--- config.mk ---
export PLATFORM = sky130hd
export DESIGN_NAME = hdmi_timing_ctrl
export DESIGN_NICKNAME = d
export VERILOG_FILES = /design/src/rtl/hdmi_pkg.sv /design/src/rtl/hdmi_axis_counter.sv /design/src/rtl/hdmi_timing_ctrl.sv
export SDC_FILE = /design/constraint.sdc
export NUM_CORES = 1
export LEC_CHECK = 0
export ABC_CLOCK_PERIOD_IN_PS = 8550
export BUFFER_PORTS_ARGS = -buffer_cell sky130_fd_sc_hd__buf_2
export CAP_MARGIN = 20
export CORE_MARGIN = 2
export CORE_UTILIZATION = 55
export CTS_CLUSTER_DIAMETER = 150
export DETAILED_ROUTE_END_ITERATION = 7
export PLACE_DENSITY = 0.74
export SLEW_MARGIN = 20
export SYNTH_ARGS = -nofsm -noshare
export SYNTH_HDL_FRONTEND = slang
export SYNTH_SLANG_ARGS = --single-unit
--- constraint.sdc ---
create_clock -name clk -period 8.55 [get_ports clk]
set_clock_uncertainty 0.1 [all_clocks]
set_input_delay 0.855 -clock clk [delete_from_list [all_inputs] [get_ports clk]]
set_output_delay 0.855 -clock clk [all_outputs]
set_load 0.02 [all_outputs]
--- src/rtl/hdmi_pkg.sv ---
// Shared types, reset timing and config validation for the HDMI timing controller.
package hdmi_pkg;

  localparam int HDMI_CW = 12;

  // 640x480 @ 60 Hz reset timing
  localparam int DEF_H_ACTIVE     = 640;
  localparam int DEF_H_TOTAL      = 800;
  localparam int DEF_H_SYNC_START = 656;
  localparam int DEF_H_SYNC_END   = 752;
  localparam int DEF_V_ACTIVE     = 480;
  localparam int DEF_V_TOTAL      = 525;
  localparam int DEF_V_SYNC_START = 490;
  localparam int DEF_V_SYNC_END   = 492;

  typedef struct packed {
    logic [HDMI_CW-1:0] h_active;
    logic [HDMI_CW-1:0] h_total;
    logic [HDMI_CW-1:0] h_sync_start;
    logic [HDMI_CW-1:0] h_sync_end;
    logic [HDMI_CW-1:0] v_active;
    logic [HDMI_CW-1:0] v_total;
    logic [HDMI_CW-1:0] v_sync_start;
    logic [HDMI_CW-1:0] v_sync_end;
  } timing_t;

  typedef enum logic [1:0] {
    ST_IDLE  = 2'd0,
    ST_RUN   = 2'd1,
    ST_DRAIN = 2'd2
  } state_t;

  // One axis is usable when active < sync_start < sync_end <= total,
  // with at least one active and two total positions.
  function automatic logic axis_ok(input logic [HDMI_CW-1:0] act,
                                   input logic [HDMI_CW-1:0] tot,
                                   input logic [HDMI_CW-1:0] ss,
                                   input logic [HDMI_CW-1:0] se);
    return (act != '0) && (tot >= HDMI_CW'(2)) &&
           (act < ss) && (ss < se) && (se <= tot);
  endfunction

  function automatic logic timing_ok(input timing_t t);
    return axis_ok(t.h_active, t.h_total, t.h_sync_start, t.h_sync_end) &&
           axis_ok(t.v_active, t.v_total, t.v_sync_start, t.v_sync_end);
  endfunction

endpackage

--- src/rtl/hdmi_axis_counter.sv ---
// One timing axis: position counter plus decodes of the position it moves to
// (active, sync) and of the position after that (next-active, for pix_req).
module hdmi_axis_counter #(
  parameter int CW = 12
) (
  input  logic          clk,
  input  logic          rst_n,
  input  logic          clr,        // next cycle is idle: return to 0
  input  logic          inc,        // advance this cycle
  input  logic          nxt_inc,    // axis advances again on the following cycle
  input  logic [CW-1:0] cur_total,  // total of the config in force now (wrap test)
  input  logic [CW-1:0] active,     // config in force after this edge
  input  logic [CW-1:0] total,
  input  logic [CW-1:0] sync_start,
  input  logic [CW-1:0] sync_end,
  output logic [CW-1:0] pos_q,
  output logic          last,       // current position is the final one
  output logic          new_last,   // position after this edge is the final one
  output logic          in_act,
  output logic          in_sync,
  output logic          nxt_act
);

  logic [CW-1:0] pos_d;
  logic [CW-1:0] pos_nn;

  // Next position, and the one after it, with wrap at total-1
  always_comb begin
    last     = (pos_q == cur_total - 1'b1);
    pos_d    = pos_q;
    if (clr) begin
      pos_d = '0;
    end else if (inc) begin
      pos_d = last ? '0 : pos_q + 1'b1;
    end
    new_last = (pos_d == total - 1'b1);
    pos_nn   = pos_d;
    if (nxt_inc) begin
      pos_nn = new_last ? '0 : pos_d + 1'b1;
    end
    in_act  = (pos_d < active);
    in_sync = (pos_d >= sync_start) && (pos_d < sync_end);
    nxt_act = (pos_nn < active);
  end

  // Position register
  always_ff @(posedge clk or negedge rst_n) begin
    if (!rst_n) begin
      pos_q <= '0;
    end else begin
      pos_q <= pos_d;
    end
  end

endmodule

--- src/rtl/hdmi_timing_ctrl.sv ---
// Programmable video timing controller: syncs, draw enable, coordinates and
// an early pixel request, with config changes taking effect only at (0,0).
module hdmi_timing_ctrl
  import hdmi_pkg::*;
#(
  parameter int CW               = HDMI_CW,
  parameter int DEF_H_ACTIVE     = hdmi_pkg::DEF_H_ACTIVE,
  parameter int DEF_H_TOTAL      = hdmi_pkg::DEF_H_TOTAL,
  parameter int DEF_H_SYNC_START = hdmi_pkg::DEF_H_SYNC_START,
  parameter int DEF_H_SYNC_END   = hdmi_pkg::DEF_H_SYNC_END,
  parameter int DEF_V_ACTIVE     = hdmi_pkg::DEF_V_ACTIVE,
  parameter int DEF_V_TOTAL      = hdmi_pkg::DEF_V_TOTAL,
  parameter int DEF_V_SYNC_START = hdmi_pkg::DEF_V_SYNC_START,
  parameter int DEF_V_SYNC_END   = hdmi_pkg::DEF_V_SYNC_END,
  parameter int SYNC_POL         = 1
) (
  input  logic          clk,
  input  logic          rst_n,
  input  logic          enable,
  input  logic          cfg_valid,
  input  logic [CW-1:0] cfg_h_active,
  input  logic [CW-1:0] cfg_h_total,
  input  logic [CW-1:0] cfg_h_sync_start,
  input  logic [CW-1:0] cfg_h_sync_end,
  input  logic [CW-1:0] cfg_v_active,
  input  logic [CW-1:0] cfg_v_total,
  input  logic [CW-1:0] cfg_v_sync_start,
  input  logic [CW-1:0] cfg_v_sync_end,
  output logic          cfg_pending,
  output logic          cfg_err,
  output logic          pix_req,
  output logic          draw_area,
  output logic          hsync,
  output logic          vsync,
  output logic [CW-1:0] pos_x,
  output logic [CW-1:0] pos_y,
  output logic          frame_start,
  output logic          busy
);

  localparam timing_t RST_CFG = '{
    h_active:     HDMI_CW'(DEF_H_ACTIVE),
    h_total:      HDMI_CW'(DEF_H_TOTAL),
    h_sync_start: HDMI_CW'(DEF_H_SYNC_START),
    h_sync_end:   HDMI_CW'(DEF_H_SYNC_END),
    v_active:     HDMI_CW'(DEF_V_ACTIVE),
    v_total:      HDMI_CW'(DEF_V_TOTAL),
    v_sync_start: HDMI_CW'(DEF_V_SYNC_START),
    v_sync_end:   HDMI_CW'(DEF_V_SYNC_END)
  };
  localparam logic SYNC_ACT = (SYNC_POL != 0);

  state_t  state_q, state_d;
  timing_t cfg_q, cfg_d, shadow_q, shadow_d, cfg_in, shadow_eff;
  logic    pending_q, pending_d, err_q, err_d;
  logic    draw_q, draw_d, pix_q, pix_d, hsync_q, hsync_d, vsync_q, vsync_d;
  logic    fs_q, fs_d, busy_q, busy_d;
  logic    running, wrap, go_idle, apply, cfg_ok, cfg_take;

  logic [CW-1:0] h_pos, v_pos;
  logic h_last, h_new_last, h_act, h_sync, h_nxt_act;
  logic v_last, v_new_last, v_act, v_sync, v_nxt_act;

  assign cfg_in = '{
    h_active: cfg_h_active, h_total: cfg_h_total,
    h_sync_start: cfg_h_sync_start, h_sync_end: cfg_h_sync_end,
    v_active: cfg_v_active, v_total: cfg_v_total,
    v_sync_start: cfg_v_sync_start, v_sync_end: cfg_v_sync_end
  };

  assign running = (state_q != ST_IDLE);
  assign wrap    = running && h_last && v_last;

  // Run/stop sequencing: a stop request finishes the current frame first
  always_comb begin
    state_d = state_q;
    unique case (state_q)
      ST_IDLE:  if (enable) state_d = ST_RUN;
      ST_RUN:   if (!enable) state_d = ST_DRAIN;
      ST_DRAIN: begin
        if (enable)    state_d = ST_RUN;
        else if (wrap) state_d = ST_IDLE;
      end
      default:  state_d = ST_IDLE;
    endcase
  end

  // Config shadowing; a strobe on the wrap cycle is taken into this wrap
  always_comb begin
    go_idle    = (state_d == ST_IDLE);
    cfg_ok     = timing_ok(cfg_in);
    cfg_take   = cfg_valid && cfg_ok;
    shadow_eff = cfg_take ? cfg_in : shadow_q;
    apply      = !go_idle && (!running || wrap);
    shadow_d   = shadow_eff;
    cfg_d      = apply ? shadow_eff : cfg_q;
    pending_d  = apply ? 1'b0 : (cfg_take ? 1'b1 : pending_q);
    err_d      = cfg_valid && !cfg_ok;
  end

  hdmi_axis_counter #(.CW(CW)) u_h (
    .clk(clk), .rst_n(rst_n), .clr(go_idle), .inc(running), .nxt_inc(1'b1),
    .cur_total(cfg_q.h_total), .active(cfg_d.h_active), .total(cfg_d.h_total),
    .sync_start(cfg_d.h_sync_start), .sync_end(cfg_d.h_sync_end),
    .pos_q(h_pos), .last(h_last), .new_last(h_new_last),
    .in_act(h_act), .in_sync(h_sync), .nxt_act(h_nxt_act)
  );

  hdmi_axis_counter #(.CW(CW)) u_v (
    .clk(clk), .rst_n(rst_n), .clr(go_idle), .inc(running && h_last),
    .nxt_inc(h_new_last),
    .cur_total(cfg_q.v_total), .active(cfg_d.v_active), .total(cfg_d.v_total),
    .sync_start(cfg_d.v_sync_start), .sync_end(cfg_d.v_sync_end),
    .pos_q(v_pos), .last(v_last), .new_last(v_new_last),
    .in_act(v_act), .in_sync(v_sync), .nxt_act(v_nxt_act)
  );

  // Output decodes for the position being entered, so they align with pos_x/pos_y
  always_comb begin
    busy_d  = !go_idle;
    draw_d  = !go_idle && h_act && v_act;
    pix_d   = !go_idle && h_nxt_act && v_nxt_act;
    hsync_d = (!go_idle && h_sync) ? SYNC_ACT : !SYNC_ACT;
    vsync_d = (!go_idle && v_sync) ? SYNC_ACT : !SYNC_ACT;
    fs_d    = !go_idle && (!running || wrap);
  end

  // Control, config and output registers
  always_ff @(posedge clk or negedge rst_n) begin
    if (!rst_n) begin
      state_q   <= ST_IDLE;
      cfg_q     <= RST_CFG;
      shadow_q  <= RST_CFG;
      pending_q <= 1'b0;
      err_q     <= 1'b0;
      draw_q    <= 1'b0;
      pix_q     <= 1'b0;
      hsync_q   <= !SYNC_ACT;
      vsync_q   <= !SYNC_ACT;
      fs_q      <= 1'b0;
      busy_q    <= 1'b0;
    end else begin
      state_q   <= state_d;
      cfg_q     <= cfg_d;
      shadow_q  <= shadow_d;
      pending_q <= pending_d;
      err_q     <= err_d;
      draw_q    <= draw_d;
      pix_q     <= pix_d;
      hsync_q   <= hsync_d;
      vsync_q   <= vsync_d;
      fs_q      <= fs_d;
      busy_q    <= busy_d;
    end
  end

  assign cfg_pending = pending_q;
  assign cfg_err     = err_q;
  assign pix_req     = pix_q;
  assign draw_area   = draw_q;
  assign hsync       = hsync_q;
  assign vsync       = vsync_q;
  assign pos_x       = h_pos;
  assign pos_y       = v_pos;
  assign frame_start = fs_q;
  assign busy        = busy_q;

endmodule
* Word level (Yosys, flattened, before mapping)
Index checks and enable logic that the tools add are counted.
** Cells by class
- Muxes and demuxes :: 20
- Reductions and logical operators :: 32
- $mul :: 0
- Bitwise gates (word level) :: 0
- Add/subtract/negate cells :: 8
- Magnitude comparators :: 16
- Equality and inequality tests :: 6
- Shift operators :: 0
- Divide/modulo/power cells :: 0
** Operator list (number)
- 96-bit two-way mux :: 2
- 12-bit < comparator :: 10
- 12-bit two-way mux :: 9
- 12-bit by 1-bit adder with 12-bit output (second input constant) :: 4
- 12-bit equality test :: 4
- 12-bit by 1-bit subtractor with 12-bit output (second input constant) :: 4
- 12-bit >= comparator :: 2
- 12-bit by 2-bit >= comparator with 1-bit output (second input constant) :: 2
- 12-bit <= comparator :: 2
- 12-bit nonzero test :: 2
- 1-bit logical AND :: 22
- 2-bit two-way mux :: 4
- 2-bit case mux with 3 select lines :: 1
- 2-bit logical NOT :: 2
- 1-bit two-way mux :: 4
- 2-bit nonzero test :: 2
- 1-bit logical NOT :: 3
- 2-bit by 1-bit equality test with 1-bit output (second input constant) :: 1
- 2-bit equality test (second input constant) :: 1
- 1-bit logical OR :: 1
** Word-level totals
- Word-level logic and storage cells :: 109
- RAM bits :: 0
- Output and inout port bits :: 32
- Input bits :: 100
- Register bits :: 226
- Latch bits :: 0
- Memories kept :: 0
- Memory bits (read-only) :: 0

* Logic depth before layout (Yosys ltp)
Gate-level depths: netlist of the first run.
- Depth in word-level cells :: 17
- Mapped depth :: 37
- Mapped depth without buffers :: 29

* Hierarchy
A second synthesis of the first run with hierarchy kept.
** Second synthesis, totals
- Cell total of the unflattened synthesis :: 1814
- Area total of the unflattened synthesis :: 16022.9 um^2
** By module, submodules not included
- hdmi_timing_ctrl :: sequential area each 5137.4 um^2, cells each 1038, area each 9937.0 um^2, times used 1
- hdmi_axis_counter (u_h) :: sequential area each 300.3 um^2, cells each 392, area each 3054.2 um^2, times used 1
- hdmi_axis_counter (u_v) :: sequential area each 300.3 um^2, cells each 384, area each 3031.7 um^2, times used 1

* Worst setup path after synthesis of the first run
OpenSTA, ideal clock, no wires.
- Path kind :: reg-to-reg
- Start :: register cfg_q[24] (netlist name)
- End :: register pix_q, in the netlist pix_req
- Path buffers :: 8
- Arrival :: 7.284 ns
- Path slack :: 1.100 ns
- Cell stages (with the launch flop) :: 38
- Library setup time :: 0.066 ns
- Period minus slack after synthesis :: 7.450 ns
- Cell sequence :: dfstp_2 -> inv_1 -> ha_1 -> xnor3_1 -> a32oi_1 -> nor3_1 -> nand3_1 -> or4_1 -> o21a_4 -> clkinv_4 -> buf_6 -> buf_6 -> buf_2 -> buf_1 -> clkbuf_1 -> clkbuf_1 -> clkbuf_1 -> nand2_1 -> [... 2 more ...] -> inv_1 -> a21o_1 -> o21a_1 -> o211a_1 -> or3_1 -> and4b_1 -> buf_4 -> nand2_2 -> o221ai_1 -> ha_1 -> a21o_1 -> a21o_1 -> a21oi_1 -> nor2_1 -> nor4_1 -> o21ai_0 -> a211oi_1 -> o31a_1
** Between the ends
- Longest elaborated chain between the ends :: 16
- Elaborated cells on any way between the ends :: 28
- Those cells by class :: add/sub: 5; order compare: 2; eq/ne: 3; mux: 11; reduce/logical: 7
** RTL lines
- start, declared :: line hdmi_timing_ctrl.sv:54 : timing_t cfg_q, cfg_d, shadow_q, shadow_d, cfg_in, shadow_eff;
- start signal, assigned :: line hdmi_timing_ctrl.sv:144 : cfg_q <= cfg_d;
- 12-bit by 1-bit subtractor with 12-bit output :: line hdmi_axis_counter.sv:29 : last = (pos_q == cur_total - 1'b1);
- 12-bit equality test :: line hdmi_axis_counter.sv:29
- 1-bit logical AND :: line hdmi_timing_ctrl.sv:72 : assign wrap = running && h_last && v_last;
- 2-bit two-way mux :: line hdmi_timing_ctrl.sv:82 : else if (wrap) state_d = ST_IDLE;
- 2-bit two-way mux :: line hdmi_timing_ctrl.sv:81 : if (enable) state_d = ST_RUN;
- 2-bit case mux with 3 select lines :: line hdmi_timing_ctrl.sv:77 : unique case (state_q)
- 2-bit logical NOT :: line hdmi_timing_ctrl.sv:90 : go_idle = (state_d == ST_IDLE);
- 1-bit logical NOT :: line hdmi_timing_ctrl.sv:94, hdmi_timing_ctrl.sv:122
- 1-bit logical AND :: line hdmi_timing_ctrl.sv:94 : apply = !go_idle && (!running || wrap);
- 96-bit two-way mux :: line hdmi_timing_ctrl.sv:96 : cfg_d = apply ? shadow_eff : cfg_q;
- 12-bit by 1-bit subtractor with 12-bit output :: line hdmi_axis_counter.sv:36 : new_last = (pos_d == total - 1'b1);
- 12-bit equality test :: line hdmi_axis_counter.sv:36
- 12-bit two-way mux :: line hdmi_axis_counter.sv:39 : pos_nn = new_last ? '0 : pos_d + 1'b1;
- 12-bit two-way mux or 12-bit < comparator (tied branches) :: line hdmi_axis_counter.sv:38, hdmi_axis_counter.sv:43
- 12-bit < comparator or 1-bit logical AND (tied branches) :: line hdmi_axis_counter.sv:43, hdmi_timing_ctrl.sv:122
- 1-bit logical AND (*) :: line hdmi_timing_ctrl.sv:122 : pix_d = !go_idle && h_nxt_act && v_nxt_act;
- via pix_d :: line hdmi_timing_ctrl.sv:56 : logic draw_q, draw_d, pix_q, pix_d, hsync_q, hsync_d, vsync_q, vsync_d;
- end signal, assigned :: line hdmi_timing_ctrl.sv:149 : pix_q <= pix_d;
- end, declared :: line hdmi_timing_ctrl.sv:56
Mark *: on every way through the listed nets, which the timed path passes. The rest lies on a longest branch.
A chain may end at the register's enable or synchronous reset.

* Worst setup path after layout of the first run
- Start :: input port cfg_v_total[1]
- End :: register pix_q, in the netlist pix_req
** Between the ends
- Longest elaborated chain between the ends :: 15
- Elaborated cells on any way between the ends :: 21
- Those cells by class :: add/sub: 2; order compare: 4; eq/ne: 2; mux: 5; reduce/logical: 8
** RTL lines
- start, declared :: line hdmi_timing_ctrl.sv:26 : input logic [CW-1:0] cfg_v_total,
- 12-bit by 2-bit >= comparator with 1-bit output :: line hdmi_pkg.sv:39 : return (act != '0) && (tot >= HDMI_CW'(2)) &&
- 1-bit logical AND (2 in a row) :: line hdmi_pkg.sv:39
- 1-bit logical AND (2 in a row) :: line hdmi_pkg.sv:40 : (act < ss) && (ss < se) && (se <= tot);
- 1-bit logical AND :: line hdmi_pkg.sv:44 : return axis_ok(t.h_active, t.h_total, t.h_sync_start, t.h_sync_end) &&
- 1-bit logical AND :: line hdmi_timing_ctrl.sv:92 : cfg_take = cfg_valid && cfg_ok;
- 96-bit two-way mux (*) :: line hdmi_timing_ctrl.sv:93 : shadow_eff = cfg_take ? cfg_in : shadow_q;
- 96-bit two-way mux (*) :: line hdmi_timing_ctrl.sv:96
- 12-bit by 1-bit subtractor with 12-bit output :: line hdmi_axis_counter.sv:36
- 12-bit equality test :: line hdmi_axis_counter.sv:36
- 12-bit two-way mux :: line hdmi_axis_counter.sv:39
- 12-bit two-way mux or 12-bit < comparator (tied branches) :: line hdmi_axis_counter.sv:38, hdmi_axis_counter.sv:43
- 12-bit < comparator or 1-bit logical AND (tied branches) :: line hdmi_axis_counter.sv:43, hdmi_timing_ctrl.sv:122
- 1-bit logical AND (*) :: line hdmi_timing_ctrl.sv:122
- via pix_d :: line hdmi_timing_ctrl.sv:56
Marked as above.

==> flow_summary_export.csv, run 1 <==
group,metric,value,unit
worst_setup_path,cp-startpoint,"cfg_v_total[1]",
worst_setup_path,cp_slowest_stage_delay,0.78,ns
sta,finalSetupViolCount,0,
sta,maxSlewViolCount,0,
cells_and_area,fin_area,17400,sq um
place,pre_cts_slack,0.480,ns
clock_network,cts_setup_buffers,0,
synthesis,netlist_instances,1732,
sta,max-slew-margin-rel,26.5,%
drt,wl_per_cell,21.4,um
worst_setup_path,endpoint_kind,"flop",
cells_and_area,final_nets,2127,
synthesis,synth-adder-area-share,13.4,%
clock_network,cts_hold_buf,0,
clock_network,path_clk_slew,0.06,ns
cells_and_area,layout_commonest_cell,"inv_1",
synthesis,synth-seq-cells,226,
sta,timing.fmax,131,MHz
cells_and_area,drive_gt1_share,15.2,%
worst_setup_path,crit_buf_inv,3,
global_route,grt_pass1_vias,13200,
sta,fin_tns_setup,0,ns
place,dpl.cell_count,2210,
worst_setup_path,path_class,"in -> reg",
synthesis,yosys.area_share.simple,17.6,%
synthesis,synth_xor_area_share,4.19,%
power,ir_worst_vdd,0.000198,V
synthesis,synth_top_family_by_area,"simple AND/OR/NAND/NOR gates",
die,io_pins,132,
place,io_buffer_count,131,
cells_and_area,insertedDiodeCount,0,
worst_setup_path,arrival,8.01,ns
sta,fin_ws,0.916,ns
sta,min_period,7.63,ns
cells_and_area,layout.cells.most_common_list,"248 x inv_1, 166 x ha_1, 160 x dfrtp_1, 156 x nand2_1, 130 x buf_2",
hold_path,holdCritPathClass,"in -> async",
clock_network,cts_resized,0,
clock_network,h-tree-depth,1,
power,power,0.00423,W
die,core,27800,sq um
clock_network,clkSinkCount,226,
cells_and_area,syn_to_final_growth,12.5,%
die,dieArea,29500,sq um
synthesis,synthesis.area,15500,sq um
worst_setup_path,required,8.92,ns
worst_setup_path,r2r-start,"cfg_q[24]$_DFF_PN1_",
worst_setup_path,cp_top_family,"compound AO/OA/AOI/OAI gates",
worst_setup_path,slowest_stage,"nor2_1",
synthesis,synth_edf_count,0,
sta,fin_crit_sh,89.3,%
cells_and_area,layout.cells.non_filler,2258,
drt,viasPerCell,6.03,
synthesis,synth-compound-area-share,14.6,%
drt,wirelength,48400,um
worst_setup_path,crit_path_start_kind,"input pin",
global_route,antenna_found_initial,2,
clock_network,clk_latency,0.53,ns
global_route,grt-ovfl-total,0,
drt,num_vias,13600,
synthesis,yosysSeqAreaShare,37.0,%
die,die_y,172,um
drt,drt.antenna.violating_nets,0,
run_status,status,"finished clean",
place,place_area,16600,sq um
synthesis,synth.area.mux_share,5.54,%
drt,initialDrtViolationCount,1114,
power,p_leak,9.39,nW
synthesis,synth_cell_types,82,
die,rows,61,
worst_setup_path,path_common_cell,"ha_1",
drt,dr.pass1.iters,5,
power,p_per_area,242,nW/um^2
place,dp_hpwl,37000,um
global_route,grt_usage,33.1,%
sta,tightest_slew,1.09,ns
synthesis,async_flop_share,100,%
drt,drcViolationCount,0,
sta,rsz0062_at_grt,"no",
synthesis,avgSynthCellArea,8.95,sq um
place,gp_congestion,0.955,
clock_network,root_buffer,"clkbuf_16",
sta,hold_viol,0,
global_route,grt_max_degree,80,
clock_network,cts_inserted_buffers,26,
synthesis,synth_nets,1998,
synthesis,ys.flop_type,"dfrtp_1",
clock_network,cts_tree,"done",
synthesis,ys_warn_count,0,
die,initial_utilization,55.8,%
worst_setup_path,crit_fanout,23,
global_route,grt_pass1_wl,74600,um
run,cap_violations,0,
die,die_w,172,um
clock_network,cts_buffer_depth,3,
[worst paths after layout]
path	slack (ns)	cells after the start	endpoint
worst min register to register	0.37	2	shadow_q[84]$_DFF_PN0_
worst max-delay path	0.92	30	pix_req$_DFF_PN0_
worst min-delay path	0.17	1	shadow_q[68]$_DFF_PN0_
min in group clk	0.37	2	shadow_q[84]$_DFF_PN0_
max in group asynchronous	6.75	2	vsync$_DFF_PN0_
worst max register to register	1.17	29	pix_req$_DFF_PN0_
[cell usage after synthesis, types with 4 or more instances]
cell type	n	area, sq um
nor4_1	30	188
ha_1	166	2080
o22ai_1	8	50.1
o211ai_1	12	90.1
or3_1	12	75.1
dfstp_2	66	1730
nand3b_1	6	45.0
and4_1	9	78.8
o21ai_1	4	20.0
nand4b_1	6	52.6
nor3_1	38	190
nand2b_1	33	206
nand4_1	43	269
or2_2	5	31.3
buf_2	6	30.0
xor2_1	29	254
xnor2_1	40	350
and2_1	12	75.1
o221ai_1	6	52.6
buf_1	5	18.8
o2111ai_1	5	43.8
dfrtp_1	160	4000
buf_6	4	45.0
nand3_1	38	190
nand2_1	156	586
a21boi_0	9	67.6
a31oi_1	16	100
o21a_1	13	97.6
nor2b_1	18	113
nor2_1	88	330
o21ai_0	121	606
mux2i_1	79	791
a21o_1	34	255
and3_1	11	68.8
a21oi_1	57	285
a211o_1	5	43.8
inv_1	248	931
clkbuf_1	37	139
a211oi_1	16	120
mux2_2	6	67.6
or4_1	8	60.1
[metal layers]
metal / GRT usage (%) / up-vias / routed length [um]
met3: 4.35 / 119 / 3150
met5: 0 / - / 13
met4: 12.2 / 2 / 1780
met1: 44.1 / 6656 / 20400
met2: 55.3 / 529 / 23000
li1: - / 6311 / -
[through the flow]
step | hold WS (ns) | util, %
after floorplan | 0.333 | -
after global placement | 0.344 | 59.7
after detailed placement | 0.354 | 59.7
after CTS | 0.205 | 62.7
after global routing | 0.224 | 62.8
final | 0.173 | 62.8
[flip-flops by register name, summed over array words and instances, names as in the netlist]
signal and cells:
shadow_q 96, vsync 1, frame_start 1, hsync 1, cfg_q 96, cfg_err 1
draw_area 1, cfg_pending 1, state_q 2, u_h.pos_q 12, pix_req 1, busy 1
u_v.pos_q 12
[worst register-to-register path: cells and delay by family (launching register included)]
| family | cells | cell delay [ns] |
|---|---|---|
| flip-flops | 1 | 0.57 |
| AND/OR/NAND/NOR | 10 | 2.51 |
| adder cells (fa/ha/maj) | 3 | 0.78 |
| AO/OA/AOI/OAI | 12 | 2.47 |
| XOR/XNOR | 1 | 0.41 |
| buffers and inverters | 3 | 0.47 |
[power breakdown]
part	switching (W)	total [W]	internal [W]	leakage (nW)
sequential	0.000183	0.00171	0.00152	2.67
combinational	0.000880	0.00143	0.000548	6.31
clock	0.000448	0.00109	0.000643	0.406
total	0.00151	0.00423	0.00271	9.39
[area by class of cell]
cell class,count,area [sq um]
fillers,2498,10300
multi-input cells,1203,8590
flip-flops and latches,226,5740
inverters,249,940
repair buffers,155,866
clock buffers,40,764
well taps,378,473
clock inverters,7,66.3
[cells by family after synthesis]
group,count (synthesis)
AND/OR/NAND/NOR,531
AO/OA/AOI/OAI,350
buffers and inverters,303
flip-flops,226
adder cells (fa/ha/maj),166
multiplexers,85
XOR/XNOR,71
No activity file was read; power rests on OpenSTA's default activity.
==> run 2, diff against run 1 <==
Settings changed: ABC_CLOCK_PERIOD_IN_PS 8550 to 6400, PLACE_DENSITY 0.74 to 0.77.
Clock period 8.55 ns to 6.4 ns, I/O delays scaled along.
==> run 2 against run 1 <==
  * Utilization rose by 6.6 points
  * Sequential power rose by 33%
  * Count of clock-buffer cells in the layout fell by 4
  * Non-clock buffer count rose by 187
  * Setup slack got worse by 0.80 ns
  * Hold slack got worse by 0.15 ns
  * Routed wire length rose by 3.5%
  * Combinational power rose by 57%
  * Sequential share of layout area fell by 3.1 points
  * Cell area rose by 10%
  * Register-to-register slack got worse by 1.1 ns
  * Critical path type is now reg -> reg
  * Critical endpoint unchanged
  * Largest power group unchanged
  * Highest routed layer is now met4
==> flow_summary_export.csv, run 2 (synthesis gave the netlist of run 1 again) <==
group,metric,value,unit
run_status,status,"finished clean",
global_route,gr-usage-met3,4.76,%
die,die_w,172,um
sta,min_period,6.28,ns
cells_and_area,insertedDiodeCount,0,
sta,max-slew-margin-rel,37.7,%
cells_and_area,layout.cells.most_common_list,"243 x inv_1, 201 x buf_4, 162 x ha_1, 159 x dfrtp_1, 155 x nand2_1",
drt,num_vias,14400,
global_route,grt_pass1_wl,76700,um
clock_network,clkSinkCount,226,
sta,tightest_slew,0.930,ns
worst_setup_path,crit_buf_inv,5,
clock_network,cts_inserted_buffers,27,
cells_and_area,final_nets,2315,
worst_setup_path,crit_fanout,8,
power,p_leak,10.4,nW
power,ir_worst_vdd,0.000224,V
sta,rsz0062_at_grt,"yes",
drt,wl_per_cell,20.5,um
place,dp_hpwl,39100,um
global_route,met1_usage,42.7,%
worst_setup_path,rr_endpoint,"pix_req$_DFF_PN0_",
worst_setup_path,required,6.77,ns
cells_and_area,layout_commonest_cell,"inv_1",
drt,drcViolationCount,0,
drt,drt.antenna.violating_nets,0,
drt,dr.pass1.iters,7,
clock_network,cts_hold_buf,0,
global_route,grt_pass1_vias,14200,
clock_network,clk_latency,0.54,ns
cells_and_area,syn_to_final_growth,24.3,%
global_route,antenna_found_initial,0,
clock_network,path_clk_slew,0.06,ns
die,core,27800,sq um
worst_setup_path,reg2reg_depth,29,
global_route,grt_usage,33.9,%
global_route,top_usage_layer,"met2",
place,io_buffer_count,131,
worst_setup_path,arrival,6.65,ns
sta,hold_viol,0,
global_route,grt-ovfl-total,0,
clock_network,cts_buffer_depth,3,
worst_setup_path,cp-startpoint,"cfg_q[72]$_DFF_PN0_",
worst_setup_path,cp_slowest_stage_delay,0.55,ns
sta,fin_ws,0.117,ns
worst_setup_path,path_class,"reg -> reg",
worst_setup_path,rrSetupSlack,0.12,ns
die,die_y,172,um
cells_and_area,drive_gt1_share,25.4,%
sta,fin_tns_setup,0,ns
place,pre_cts_slack,-0.399,ns
worst_setup_path,endpoint_kind,"flop",
sta,finalSetupViolCount,0,
worst_setup_path,slowest_stage,"or4b_1",
die,initial_utilization,55.8,%
sta,maxSlewViolCount,0,
power,p_per_area,314,nW/um^2
cells_and_area,reg_top3,"cfg_q x96, shadow_q x96",
clock_network,h-tree-depth,1,
hold_path,holdCritPathClass,"in -> async",
die,dieArea,29500,sq um
clock_network,root_buffer,"clkbuf_16",
die,rows,61,
worst_setup_path,r2r-start,"cfg_q[72]$_DFF_PN0_",
sta,holdWs,0.0214,ns
sta,fin_crit_sh,98.2,%
place,gp_congestion,0.994,
cells_and_area,final_util,69.4,%
worst_setup_path,cp_top_family,"compound AO/OA/AOI/OAI gates",
sta,timing.fmax,159,MHz
global_route,grt_max_degree,116,
drt,viasPerCell,5.86,
clock_network,cts_tree,"done",
drt,wirelength,50100,um
power,power,0.00606,W
worst_setup_path,crit_path_start_kind,"flop",
run,cap_violations,0,
die,io_pins,132,
drt,initialDrtViolationCount,1131,
global_route,grtUsageMet2,57.0,%
cells_and_area,fill_cells,2279,
==> run 2: per-layer routing <==
metal | wire (um) | part of all wire (%)
met5 | 0 | 0
met4 | 2790 | 5.6
met3 | 3150 | 6.3
met2 | 23900 | 48
met1 | 20200 | 40
==> run 2: worst reg2reg max path: cells and delay by family (launching register included) <==
kind | cells | cell delay, ns
adder cells (fa/ha/maj) | 2 | 0.54
AO/OA/AOI/OAI | 12 | 2.46
buffers and inverters | 5 | 0.60
AND/OR/NAND/NOR | 10 | 2.14
flip-flops | 1 | 0.38
==> run 2: timing repair <==
| action | CTS | global route |
|---|---|---|
| buffers inserted | 0 | 7 |
| hold endpoints to repair | 0 | 0 |
| gates resized for setup | 0 | 52 |
| endpoints found under the setup margin | 0 | 2 |
==> run 2: worst max-delay path by stage <==
stage	end	slack, ns	cells after the start
6_report	pix_req$_DFF_PN0_	0.12	29
3_5_place_dp	pix_req$_DFF_PN0_	-0.40	29
5_1_grt	pix_req$_DFF_PN0_	-0.13	33
2_1_floorplan	pix_req$_DFF_PN0_	0.0006	35
4_1_cts	pix_req$_DFF_PN0_	0.03	26
3_3_place_gp	pix_req$_DFF_PN0_	-0.29	29
==> run 2: area by class of cell <==
type	count	area [sq um]	share of cell area (%)
timing repair buffer	342	2360	12.3
multi-input combinational	1203	8870	46.0
inverter	249	942	4.89
tap	378	473	2.45
sequential	226	5740	29.8
clock buffer	36	729	3.79
clock inverter	13	151	0.786
==> run 2: report_power, final <==
part | leakage, nW | switching [W] | internal (W)
Sequential | 2.67 | 0.000236 | 0.00204
Combinational | 7.29 | 0.00130 | 0.000948
Clock | 0.426 | 0.000618 | 0.000920
Total | 10.4 | 0.00215 | 0.00391
==> run 2: metrics by stage <==
stage          instance area [sq um]  std cells
6_report                       19300       2447
5_1_grt                        19300       2447
4_1_cts                        19000       2440
3_5_place_dp                   18100       2391
3_3_place_gp                   18100       2391
2_1_floorplan                  15700       1732
==> run 3, diff against run 2 <==
Settings changed: CORE_ASPECT_RATIO set to 0.7.
==> run 3 against run 2 <==
  * Cell area increased by 0.86%
  * Highest routed layer unchanged
  * Total power decreased by 0.23%
  * Flip-flop and latch count unchanged
  * Largest cell class unchanged
==> flow_summary_export.csv, run 3 (synthesis gave the netlist of run 1 again) <==
group,metric,value,unit
worst_setup_path,rr_endpoint,"pix_req$_DFF_PN0_",
power,p_leak,10.5,nW
sta,hold_viol,0,
worst_setup_path,crit_path_start_kind,"flop",
sta,fin_ws,0.125,ns
worst_setup_path,slowest_stage,"or4b_4",
clock_network,cts_tree,"done",
worst_setup_path,path_class,"reg -> reg",
clock_network,cts_buffer_depth,3,
cells_and_area,layout_commonest_cell,"inv_1",
die,die_w,205,um
power,p_per_area,311,nW/um^2
global_route,top_usage_layer,"met2",
cells_and_area,drive_gt1_share,26.3,%
sta,timing.fmax,159,MHz
clock_network,root_buffer,"clkbuf_16",
worst_setup_path,cp_top_family,"simple AND/OR/NAND/NOR gates",
drt,initialDrtViolationCount,1441,
run,cap_violations,0,
worst_setup_path,rrSetupSlack,0.13,ns
clock_network,path_clk_slew,0.06,ns
worst_setup_path,cp_slowest_stage_delay,0.53,ns
sta,max-slew-margin-rel,30.1,%
worst_setup_path,reg2reg_depth,28,
die,dieArea,29600,sq um
global_route,grt_pass1_wl,78900,um
worst_setup_path,arrival,6.66,ns
die,die_y,144,um
clock_network,clkSinkCount,226,
hold_path,hold_path_depth,3,
power,ir_worst_vdd,0.000254,V
hold_path,holdCritPathClass,"in -> reg",
cells_and_area,insertedDiodeCount,0,
drt,num_vias,14500,
place,dp_hpwl,40400,um
cells_and_area,final_nets,2342,
die,initial_utilization,55.8,%
cells_and_area,layout.cells.most_common_list,"243 x inv_1, 228 x buf_4, 161 x ha_1, 159 x dfrtp_1, 156 x nand2_1",
cells_and_area,reg_top3,"cfg_q x96, shadow_q x96",
global_route,gr-usage-met3,7.10,%
die,core,27800,sq um
clock_network,cts_inserted_buffers,25,
clock_network,clk_latency,0.54,ns
sta,min_period,6.27,ns
place,io_buffer_count,131,
sta,tightest_slew,1.05,ns
sta,rsz0062_at_grt,"yes",
run_status,status,"finished clean",
sta,fin_crit_sh,98.0,%
sta,finalSetupViolCount,0,
cells_and_area,fill_cells,2198,
die,io_pins,132,
global_route,grt_max_degree,184,
global_route,grtUsageMet2,54.5,%
clock_network,h-tree-depth,1,
global_route,antenna_found_initial,0,
sta,holdWs,0.275,ns
hold_path,min-delay-start,"cfg_v_active[7]",
drt,drt.antenna.violating_nets,0,
drt,wirelength,52100,um
worst_setup_path,required,6.78,ns
place,pre_cts_slack,-0.458,ns
sta,maxSlewViolCount,0,
global_route,met1_usage,49.1,%
worst_setup_path,crit_buf_inv,5,
place,gp_congestion,0.980,
global_route,grt_pass1_vias,14200,
drt,viasPerCell,5.87,
worst_setup_path,endpoint_kind,"flop",
drt,drcViolationCount,0,
die,rows,51,
worst_setup_path,r2r-start,"cfg_q[73]$_DFF_PN0_",
worst_setup_path,crit_fanout,7,
hold_path,min_to,"shadow_q[43]$_DFF_PN1_",
drt,wl_per_cell,21.1,um
global_route,grt_usage,35.1,%
cells_and_area,syn_to_final_growth,25.4,%
global_route,grt-ovfl-total,0,
drt,dr.pass1.iters,6,
-- run 3: changes by cell type in the layout (fill, tap and decap cells not counted), moves of 3 or more --
| cell | previous run | this run |
|---|---|---|
| buf_4 | 201 | 228 |
| clkbuf_8 | 2 | 9 |
| clkinv_2 | 6 | 2 |
| o21ai_1 | 6 | 10 |
| bufinv_16 | 3 | 0 |
| o21ai_0 | 117 | 114 |
-- run 3: metrics by stage --
| stage | TNS [ns] | utilization (%) | std cells | power, W | instance area [sq um] |
|---|---|---|---|---|---|
| floorplan | 0 | - | 1732 | 0.00361 | 15700 |
| global placement | -0.481 | 65.8 | 2412 | 0.00438 | 18300 |
| detailed placement | -0.606 | 65.8 | 2412 | 0.00449 | 18300 |
| CTS | 0 | 68.8 | 2458 | 0.00594 | 19100 |
| global route | -0.0946 | 70.0 | 2465 | 0.00640 | 19400 |
| finish | 0 | 70.0 | 2465 | 0.00604 | 19400 |
-- run 3: timing repair --
| action | in CTS | in global routing |
|---|---|---|
| pin swaps | 0 | 19 |
| cloned | 0 | 2 |
| endpoints found under the hold margin | 25 | 0 |
| buffers inserted | 0 | 4 |
| endpoints found under the setup margin | 1 | 2 |
| resized for setup | 5 | 50 |
| hold buffers | 1 | 0 |
-- run 3: how the worst max path moves through the flow --
stage	startpoint	end	slack, ns	depth (start not counted)
final	cfg_q[73]$_DFF_PN0_	pix_req$_DFF_PN0_	0.13	28
after global routing	cfg_q[24]$_DFF_PN1_	pix_req$_DFF_PN0_	-0.09	31
after CTS	cfg_q[73]$_DFF_PN0_	pix_req$_DFF_PN0_	0.009	26
after detailed placement	cfg_v_sync_end[9]	pix_req$_DFF_PN0_	-0.46	28
after global placement	cfg_v_sync_end[10]	pix_req$_DFF_PN0_	-0.40	28
after floorplan	cfg_q[26]$_DFF_PN1_	pix_req$_DFF_PN0_	0.0006	35
-- run 3: cell type report --
| type | instances | area [sq um] | area share (%) |
|---|---|---|---|
| Timing Repair Buffer | 371 | 2620 | 13.5 |
| Sequential cell | 226 | 5740 | 29.5 |
| Clock buffer | 41 | 776 | 3.99 |
| Inverter | 249 | 947 | 4.87 |
| Multi-Input combinational cell | 1203 | 8860 | 45.6 |
| Clock inverter | 4 | 25.0 | 0.129 |
| Tap cell | 371 | 464 | 2.39 |
-- run 3: worst reg2reg max path, delay by kind of cell (launching register included) --
| family | cells | cell delay (ns) |
|---|---|---|
| AOI/OAI and AO/OA | 11 | 1.91 |
| xor gates and xnor gates | 1 | 0.27 |
| adders and majority gates | 2 | 0.39 |
| buffers and inverters | 5 | 0.77 |
| DFF | 1 | 0.39 |
| and+or+nand+nor | 9 | 2.39 |
-- run 3: routing by layer --
layer / up-vias / share of wire (%)
met1: 7002 / 45
met2: 607 / 44
met4: 0 / 3.5
li1: 6729 / -
met3: 133 / 8.3
met5: - / 0
-- run 3: where the power goes --
part | leakage, nW | switching (W) | total, W | internal (W)
clock | 0.389 | 0.000616 | 0.00144 | 0.000823
combinational | 7.45 | 0.00133 | 0.00234 | 0.00100
sequential | 2.67 | 0.000233 | 0.00227 | 0.00204
total | 10.5 | 0.00218 | 0.00604 | 0.00386
